[src/rtl/cmul_arbiter_pkg.sv]
// Shared definitions for the arbitrated complex multiplier:
// product width helper and requester-id constants.
package cmul_arbiter_pkg;

  // Requester ids, also used as values of the round-robin pointer.
  localparam logic REQ0 = 1'b0;
  localparam logic REQ1 = 1'b1;

  // Output width after dropping P fraction bits from a 2W+1 bit product.
  function automatic int cmul_out_width(input int w, input int p);
    return 2 * w - p + 1;
  endfunction

endpackage

[src/rtl/cmul_arbiter_complexmul.sv]
// Combinational complex multiply: (Ar + jAi) * (Br + jBi).
// Full result is carried at 2W+1 bits, then the P fraction LSBs are
// dropped (floor toward -inf, no rounding, no saturation).
module complexMUL
  import cmul_arbiter_pkg::*;
#(
  parameter int p_inputWidth    = 16,
  parameter int p_PointPosition = 14
) (
  input  logic signed [p_inputWidth-1:0]                                   i_Ar,
  input  logic signed [p_inputWidth-1:0]                                   i_Ai,
  input  logic signed [p_inputWidth-1:0]                                   i_Br,
  input  logic signed [p_inputWidth-1:0]                                   i_Bi,
  output logic signed [cmul_out_width(p_inputWidth, p_PointPosition)-1:0] o_ResR,
  output logic signed [cmul_out_width(p_inputWidth, p_PointPosition)-1:0] o_ResI
);

  localparam int W  = p_inputWidth;
  localparam int P  = p_PointPosition;
  localparam int FW = 2 * W + 1;

  logic signed [2*W-1:0] prod_rr;
  logic signed [2*W-1:0] prod_ii;
  logic signed [2*W-1:0] prod_ri;
  logic signed [2*W-1:0] prod_ir;
  logic signed [FW-1:0]  full_r;
  logic signed [FW-1:0]  full_i;
  logic                  unused_frac;

  // Partial products, sign-extended sums, and fraction truncation.
  always_comb begin
    prod_rr = i_Ar * i_Br;
    prod_ii = i_Ai * i_Bi;
    prod_ri = i_Ar * i_Bi;
    prod_ir = i_Ai * i_Br;
    full_r  = {prod_rr[2*W-1], prod_rr} - {prod_ii[2*W-1], prod_ii};
    full_i  = {prod_ri[2*W-1], prod_ri} + {prod_ir[2*W-1], prod_ir};
    o_ResR  = full_r[2*W:P];
    o_ResI  = full_i[2*W:P];
  end

  // The dropped fraction bits are intentionally discarded.
  assign unused_frac = ^{full_r[P-1:0], full_i[P-1:0]};

endmodule

[src/rtl/cmul_arbiter.sv]
// Two-requester round-robin arbiter feeding a 2-stage complex multiply
// pipeline with valid/ready on both sides.
// Optional feature macro: CMUL_ARB_CONJ_EN adds per-requester conj inputs
// that replace Bi with its saturated negation before multiplication.
module cmul_arbiter
  import cmul_arbiter_pkg::*;
#(
  parameter int p_inputWidth    = 16,
  parameter int p_PointPosition = 14
) (
  input  logic                                                             i_clk,
  input  logic                                                             i_rst,
  input  logic                                                             i_req0_valid,
  output logic                                                             o_req0_ready,
  input  logic signed [p_inputWidth-1:0]                                   i_req0_Ar,
  input  logic signed [p_inputWidth-1:0]                                   i_req0_Ai,
  input  logic signed [p_inputWidth-1:0]                                   i_req0_Br,
  input  logic signed [p_inputWidth-1:0]                                   i_req0_Bi,
  input  logic                                                             i_req1_valid,
  output logic                                                             o_req1_ready,
  input  logic signed [p_inputWidth-1:0]                                   i_req1_Ar,
  input  logic signed [p_inputWidth-1:0]                                   i_req1_Ai,
  input  logic signed [p_inputWidth-1:0]                                   i_req1_Br,
  input  logic signed [p_inputWidth-1:0]                                   i_req1_Bi,
`ifdef CMUL_ARB_CONJ_EN
  input  logic                                                             i_req0_conj,
  input  logic                                                             i_req1_conj,
`endif
  output logic                                                             o_valid,
  input  logic                                                             i_ready,
  output logic signed [cmul_out_width(p_inputWidth, p_PointPosition)-1:0] o_ResR,
  output logic signed [cmul_out_width(p_inputWidth, p_PointPosition)-1:0] o_ResI,
  output logic                                                             o_id,
  output logic                                                             o_busy
);

  localparam int W  = p_inputWidth;
  localparam int OW = cmul_out_width(p_inputWidth, p_PointPosition);

  logic                ptr;
  logic                gnt0;
  logic                gnt1;
  logic                adv1;
  logic                adv2;
  logic                accept;

  logic signed [W-1:0] sel_ar;
  logic signed [W-1:0] sel_ai;
  logic signed [W-1:0] sel_br;
  logic signed [W-1:0] sel_bi;
  logic                sel_id;

  logic                s1_valid;
  logic signed [W-1:0] s1_ar;
  logic signed [W-1:0] s1_ai;
  logic signed [W-1:0] s1_br;
  logic signed [W-1:0] s1_bi;
  logic                s1_id;

  logic                s2_valid;
  logic signed [OW-1:0] s2_resr;
  logic signed [OW-1:0] s2_resi;
  logic                s2_id;

  logic signed [OW-1:0] mul_resr;
  logic signed [OW-1:0] mul_resi;

`ifdef CMUL_ARB_CONJ_EN
  // Negation that maps the most negative code to the most positive one.
  function automatic logic signed [W-1:0] sat_neg(input logic signed [W-1:0] v);
    if (v == {1'b1, {(W-1){1'b0}}})
      return {1'b0, {(W-1){1'b1}}};
    else
      return -v;
  endfunction
`endif

  // Pipeline advance and round-robin grant; readies are forced low in reset.
  always_comb begin
    adv2 = !s2_valid | i_ready;
    adv1 = !s1_valid | adv2;
    gnt0 = 1'b0;
    gnt1 = 1'b0;
    if (ptr == REQ0) begin
      gnt0 = i_req0_valid;
      gnt1 = !i_req0_valid & i_req1_valid;
    end else begin
      gnt1 = i_req1_valid;
      gnt0 = !i_req1_valid & i_req0_valid;
    end
    o_req0_ready = gnt0 & adv1 & !i_rst;
    o_req1_ready = gnt1 & adv1 & !i_rst;
    accept       = o_req0_ready | o_req1_ready;
  end

  // Operand mux for the granted requester, with optional conjugation of B.
  always_comb begin
    sel_id = gnt1 ? REQ1 : REQ0;
    sel_ar = gnt1 ? i_req1_Ar : i_req0_Ar;
    sel_ai = gnt1 ? i_req1_Ai : i_req0_Ai;
    sel_br = gnt1 ? i_req1_Br : i_req0_Br;
`ifdef CMUL_ARB_CONJ_EN
    if (gnt1)
      sel_bi = i_req1_conj ? sat_neg(i_req1_Bi) : i_req1_Bi;
    else
      sel_bi = i_req0_conj ? sat_neg(i_req0_Bi) : i_req0_Bi;
`else
    sel_bi = gnt1 ? i_req1_Bi : i_req0_Bi;
`endif
  end

  // Priority pointer moves to the side that lost, only on an accepted pair.
  always_ff @(posedge i_clk) begin
    if (i_rst)
      ptr <= REQ0;
    else if (accept)
      ptr <= o_req0_ready ? REQ1 : REQ0;
  end

  // Stage 1: capture the accepted operands and the issuing requester id.
  always_ff @(posedge i_clk) begin
    if (i_rst) begin
      s1_valid <= 1'b0;
      s1_ar    <= '0;
      s1_ai    <= '0;
      s1_br    <= '0;
      s1_bi    <= '0;
      s1_id    <= REQ0;
    end else if (adv1) begin
      s1_valid <= accept;
      if (accept) begin
        s1_ar <= sel_ar;
        s1_ai <= sel_ai;
        s1_br <= sel_br;
        s1_bi <= sel_bi;
        s1_id <= sel_id;
      end
    end
  end

  complexMUL #(
    .p_inputWidth    (p_inputWidth),
    .p_PointPosition (p_PointPosition)
  ) u_cmul (
    .i_Ar   (s1_ar),
    .i_Ai   (s1_ai),
    .i_Br   (s1_br),
    .i_Bi   (s1_bi),
    .o_ResR (mul_resr),
    .o_ResI (mul_resi)
  );

  // Stage 2: capture the product; holds while the downstream stalls.
  always_ff @(posedge i_clk) begin
    if (i_rst) begin
      s2_valid <= 1'b0;
      s2_resr  <= '0;
      s2_resi  <= '0;
      s2_id    <= REQ0;
    end else if (adv2) begin
      s2_valid <= s1_valid;
      if (s1_valid) begin
        s2_resr <= mul_resr;
        s2_resi <= mul_resi;
        s2_id   <= s1_id;
      end
    end
  end

  assign o_valid = s2_valid;
  assign o_ResR  = s2_resr;
  assign o_ResI  = s2_resi;
  assign o_id    = s2_id;
  assign o_busy  = s1_valid | s2_valid;

endmodule
[config.mk]
export PLATFORM = sky130hd
export DESIGN_NAME = cmul_arbiter
export DESIGN_NICKNAME = d
export VERILOG_FILES = /design/src/rtl/cmul_arbiter_pkg.sv /design/src/rtl/cmul_arbiter_complexmul.sv /design/src/rtl/cmul_arbiter.sv
export SDC_FILE = /design/constraint.sdc
export NUM_CORES = 2
export LEC_CHECK = 0
export ABC_AREA = 1
export CAP_MARGIN = 20
export CORE_ASPECT_RATIO = 1.75
export CORE_MARGIN = 2
export CORE_UTILIZATION = 50
export CTS_CLUSTER_SIZE = 10
export DETAILED_ROUTE_END_ITERATION = 8
export GPL_TIMING_DRIVEN = 0
export PLACE_DENSITY = 0.74
export SYNTH_ARGS = -nofsm -noshare
export SYNTH_HDL_FRONTEND = slang
export SYNTH_SLANG_ARGS = --single-unit
[constraint.sdc]
create_clock -name i_clk -period 8.2 [get_ports i_clk]
set_clock_uncertainty 0.15 [all_clocks]
set_input_delay 1.64 -clock i_clk [delete_from_list [all_inputs] [get_ports i_clk]]
set_output_delay 1.64 -clock i_clk [all_outputs]
set_load 0.005 [all_outputs]
==> reports/summary.txt <==
setup TNS -> 0 ns
clock-pin slew on the worst setup and hold paths -> 0.08 ns
fin area -> 51300 um2
synthesized flop and latch total -> 107
MaxCap Viol Count -> 0
cells on worst reg2reg path -> 23
fill count -> 8839
most common cell after layout, fill and taps aside -> inv_1
Tcrit/Tclk final -> 100%
I/O Pins -> 176
fmax -> 122 MHz
Crit path buffers/inverters -> 5
Largest stage delay, worst path -> 0.82 ns
Distinct cells, synth -> 39
hold path depth -> 2
Nets -> 7688
Initial Util -> 50.5%
Core Area -> 91800 um2
final setup fails -> 0
Antenna Violating Nets Remaining -> 0
Synth Area in Compound Gates -> 3.72%
via count -> 40900
Post-DP Area -> 50200 um2
HP Start -> o_id$_SDFFE_PP0P_
largest net degree at the start of global routing -> 21
synth warn -> 0
Critical R2R Launch -> s1_ai[12]$_SDFFE_PP0P_
Post-Syn Area -> 46300 um2
critical path class -> register to register
Die W -> 234 um
CTS Hold Bufs -> 0
RSZ-0062 raised after global routing -> true
GRT overflow -> 0
worst-margin pin slew -> 1.23 ns
most used cell, CP -> fa_1
Slew Limit Headroom -> 18.2%
reg2reg end -> o_ResI[4]$_SDFFE_PP0P_
Syn Nets -> 7460
first-pass GRT wire length -> 317000 um
register area share after synthesis -> 4.62%
Critical Path End Type -> register
CTS Buffer Depth -> 2
port bufs -> 175
Core Rows -> 147
met2 usage -> 73.2%
drt drc -> 0
WL final -> 219000 um
vias in the first global route -> 43900
syn avg cell area -> 7.92 um2
Startpoint Class -> register
Synth Area in Simple Gates -> 14.6%
DIE AREA -> 95200 um2
fraction of layout cells with a size suffix above 1 -> 6.03%
height of the die -> 407 um
Clock Latency Late Sink -> 0.42 ns
outcome -> complete, no violations
worst-path cell chain -> clkbuf_2, nand2_1, fa_1, fa_1, inv_1, fa_1, fa_1, fa_1, fa_1, fa_1, inv_1, fa_2, inv_1, ha_1, a21oi_1, nand2_1, a21oi_1, nand2_2, a21oi_2, xor2_2, nand2_1, nand2_1, inv_1
crit-path leading delay family -> adder cells
mean routed wirelength per cell -> 30.0 um
Area Growth Syn to Fin -> 10.8%
routability cong. -> 1.07
Global Route Usage Sum -> 49.2%
most frequent cells in the layout -> 1915 x inv_1, 1393 x nand2_1, 1155 x fa_1, 300 x ha_1, 215 x nor2_1
Worst Path Required -> 8.37 ns
worst hold endpoint -> o_id$_SDFFE_PP0P_
Num CTS Buffers -> 9
Hold Crit Class -> register to register
XOR/XNOR share of the synthesized area -> 0.416%
Final min period -> 8.20 ns
CTS H-Tree Depth -> 3
count of final hold-check violations -> 0
CTS tree -> yes
Slew Limit Fails -> 0
drt pass-1 iters -> 8
CTS sink count -> 107
global-route track usage on met3 -> 19.0%
largest family of logic cells by synthesized area -> adder cells
hpwl dp -> 177000 um
routing usage on met1 -> 51.6%
initial antenna violation count -> 21
CP max stage cell -> fa_2
Initial DRC Count -> 4853
Post-Synth Adder-Cell Area -> 58.8%
CTS Root Cell -> clkbuf_16
post-synthesis mux area share -> 0%
gr busiest metal -> met2
Synth Instances -> 5853
Max FO, Critical Path -> 10
vias per cell -> 5.61
CP arrival -> 8.37 ns
R2R Setup Slk -> 0.003 ns
## flip-flops by register name (all words and copies together), names as in the netlist
name	cells
o_valid	1
o_ResR	19
o_id	1
s1_ai	16
s1_br	16
s1_ar	16
s1_valid	1
s1_bi	16
s1_id	1
ptr	1
o_ResI	19
## area by class of cell
cell class	instances	area (um2)	area share (%)
well taps	1192	1490	2.90
clock inverters	7	92.6	0.180
multi-input cells	3543	36000	70.2
plain buffers	246	1280	2.49
clock buffers	9	225	0.439
repair buffers	247	2720	5.29
flip-flops and latches	107	2210	4.31
inverters	1927	7260	14.1
diodes	13	32.5	0.0634
## per-layer routing
| layer | vias up | wire length [um] |
|---|---|---|
| met5 | - | 237 |
| met4 | 18 | 31500 |
| met3 | 1250 | 25100 |
| met2 | 2685 | 96100 |
| met1 | 20300 | 65600 |
| li1 | 16700 | - |
## cell families after synthesis
kind of cell	after synthesis
fa+ha+maj	1474
simple gates	1738
buf+inv	2203
xor+xnor	22
flops	107
compound gates	309
## tightest hold or removal path: stages (launching register included)
cell	delay [ns]
dfxtp_1	0.31
nor2_1	0.09
nor2_1	0.05
## stage by stage
step | util, % | setup slack [ns] | std cells | hold slack (ns)
after global placement | 54.0 | -1.22 | 7220 | 0.320
after floorplan | - | 1.22 | 5853 | 0.305
after global routing | 55.9 | -0.0355 | 7279 | 0.377
after CTS | 55.2 | -0.0652 | 7260 | 0.343
after detailed placement | 54.7 | -1.26 | 7259 | 0.330
final | 55.9 | 0.00258 | 7291 | 0.341
## what timing repair did
action	in CTS	in global routing
setup buffers	3	15
setup endpoints to repair	38	38
resized for setup	142	267
pin swaps	0	2
cloned	0	0
hold endpoints to repair	0	0
## worst max path at each step
stage	slack, ns	from	depth (start not counted)	endpoint
floorplan	1.22	s1_br[1]$_SDFFE_PP0P_	26	o_ResI[18]$_SDFFE_PP0P_
global placement	-1.22	s1_br[1]$_SDFFE_PP0P_	26	o_ResI[18]$_SDFFE_PP0P_
detailed placement	-1.26	s1_br[0]$_SDFFE_PP0P_	25	o_ResI[18]$_SDFFE_PP0P_
CTS	-0.07	s1_ai[15]$_SDFFE_PP0P_	26	o_ResI[18]$_SDFFE_PP0P_
global route	-0.04	s1_br[15]$_SDFFE_PP0P_	25	o_ResI[4]$_SDFFE_PP0P_
finish	0.003	s1_ai[12]$_SDFFE_PP0P_	23	o_ResI[4]$_SDFFE_PP0P_
## synth_stat cells
cell type	number	share of area, %
o21ai_0	109	1.2
o31ai_1	1	0.016
inv_2	4	0.032
xor2_1	14	0.26
nand2_1	1396	11
o21ai_2	2	0.038
a21o_1	6	0.097
o21bai_2	1	0.024
o211ai_1	6	0.097
o221ai_1	1	0.019
xnor2_1	8	0.15
nor3_1	11	0.12
nor2_1	215	1.7
o21ai_1	25	0.27
ha_1	302	8.2
buf_1	1	0.0081
nor2_4	1	0.024
a21boi_0	3	0.049
nor4_1	4	0.054
or2_2	24	0.32
clkbuf_2	1	0.011
o21bai_1	6	0.097
a211oi_1	1	0.016
o2111ai_1	1	0.019
a21oi_1	73	0.79
nor2_2	1	0.014
nand4_1	5	0.067
clkinv_1	1	0.0081
nand3_1	73	0.79
buf_2	13	0.14
inv_1	1922	16
nand3b_1	5	0.081
fa_1	1172	51
a31oi_1	69	0.93
dfxtp_1	107	4.6
nand3_2	2	0.043
o21a_1	5	0.081
clkbuf_1	261	2.1
nand4_2	1	0.027
Power is left out: the tool's default activity adds up to more than one toggle a clock period on the data nets, which glitch-free logic cannot reach.
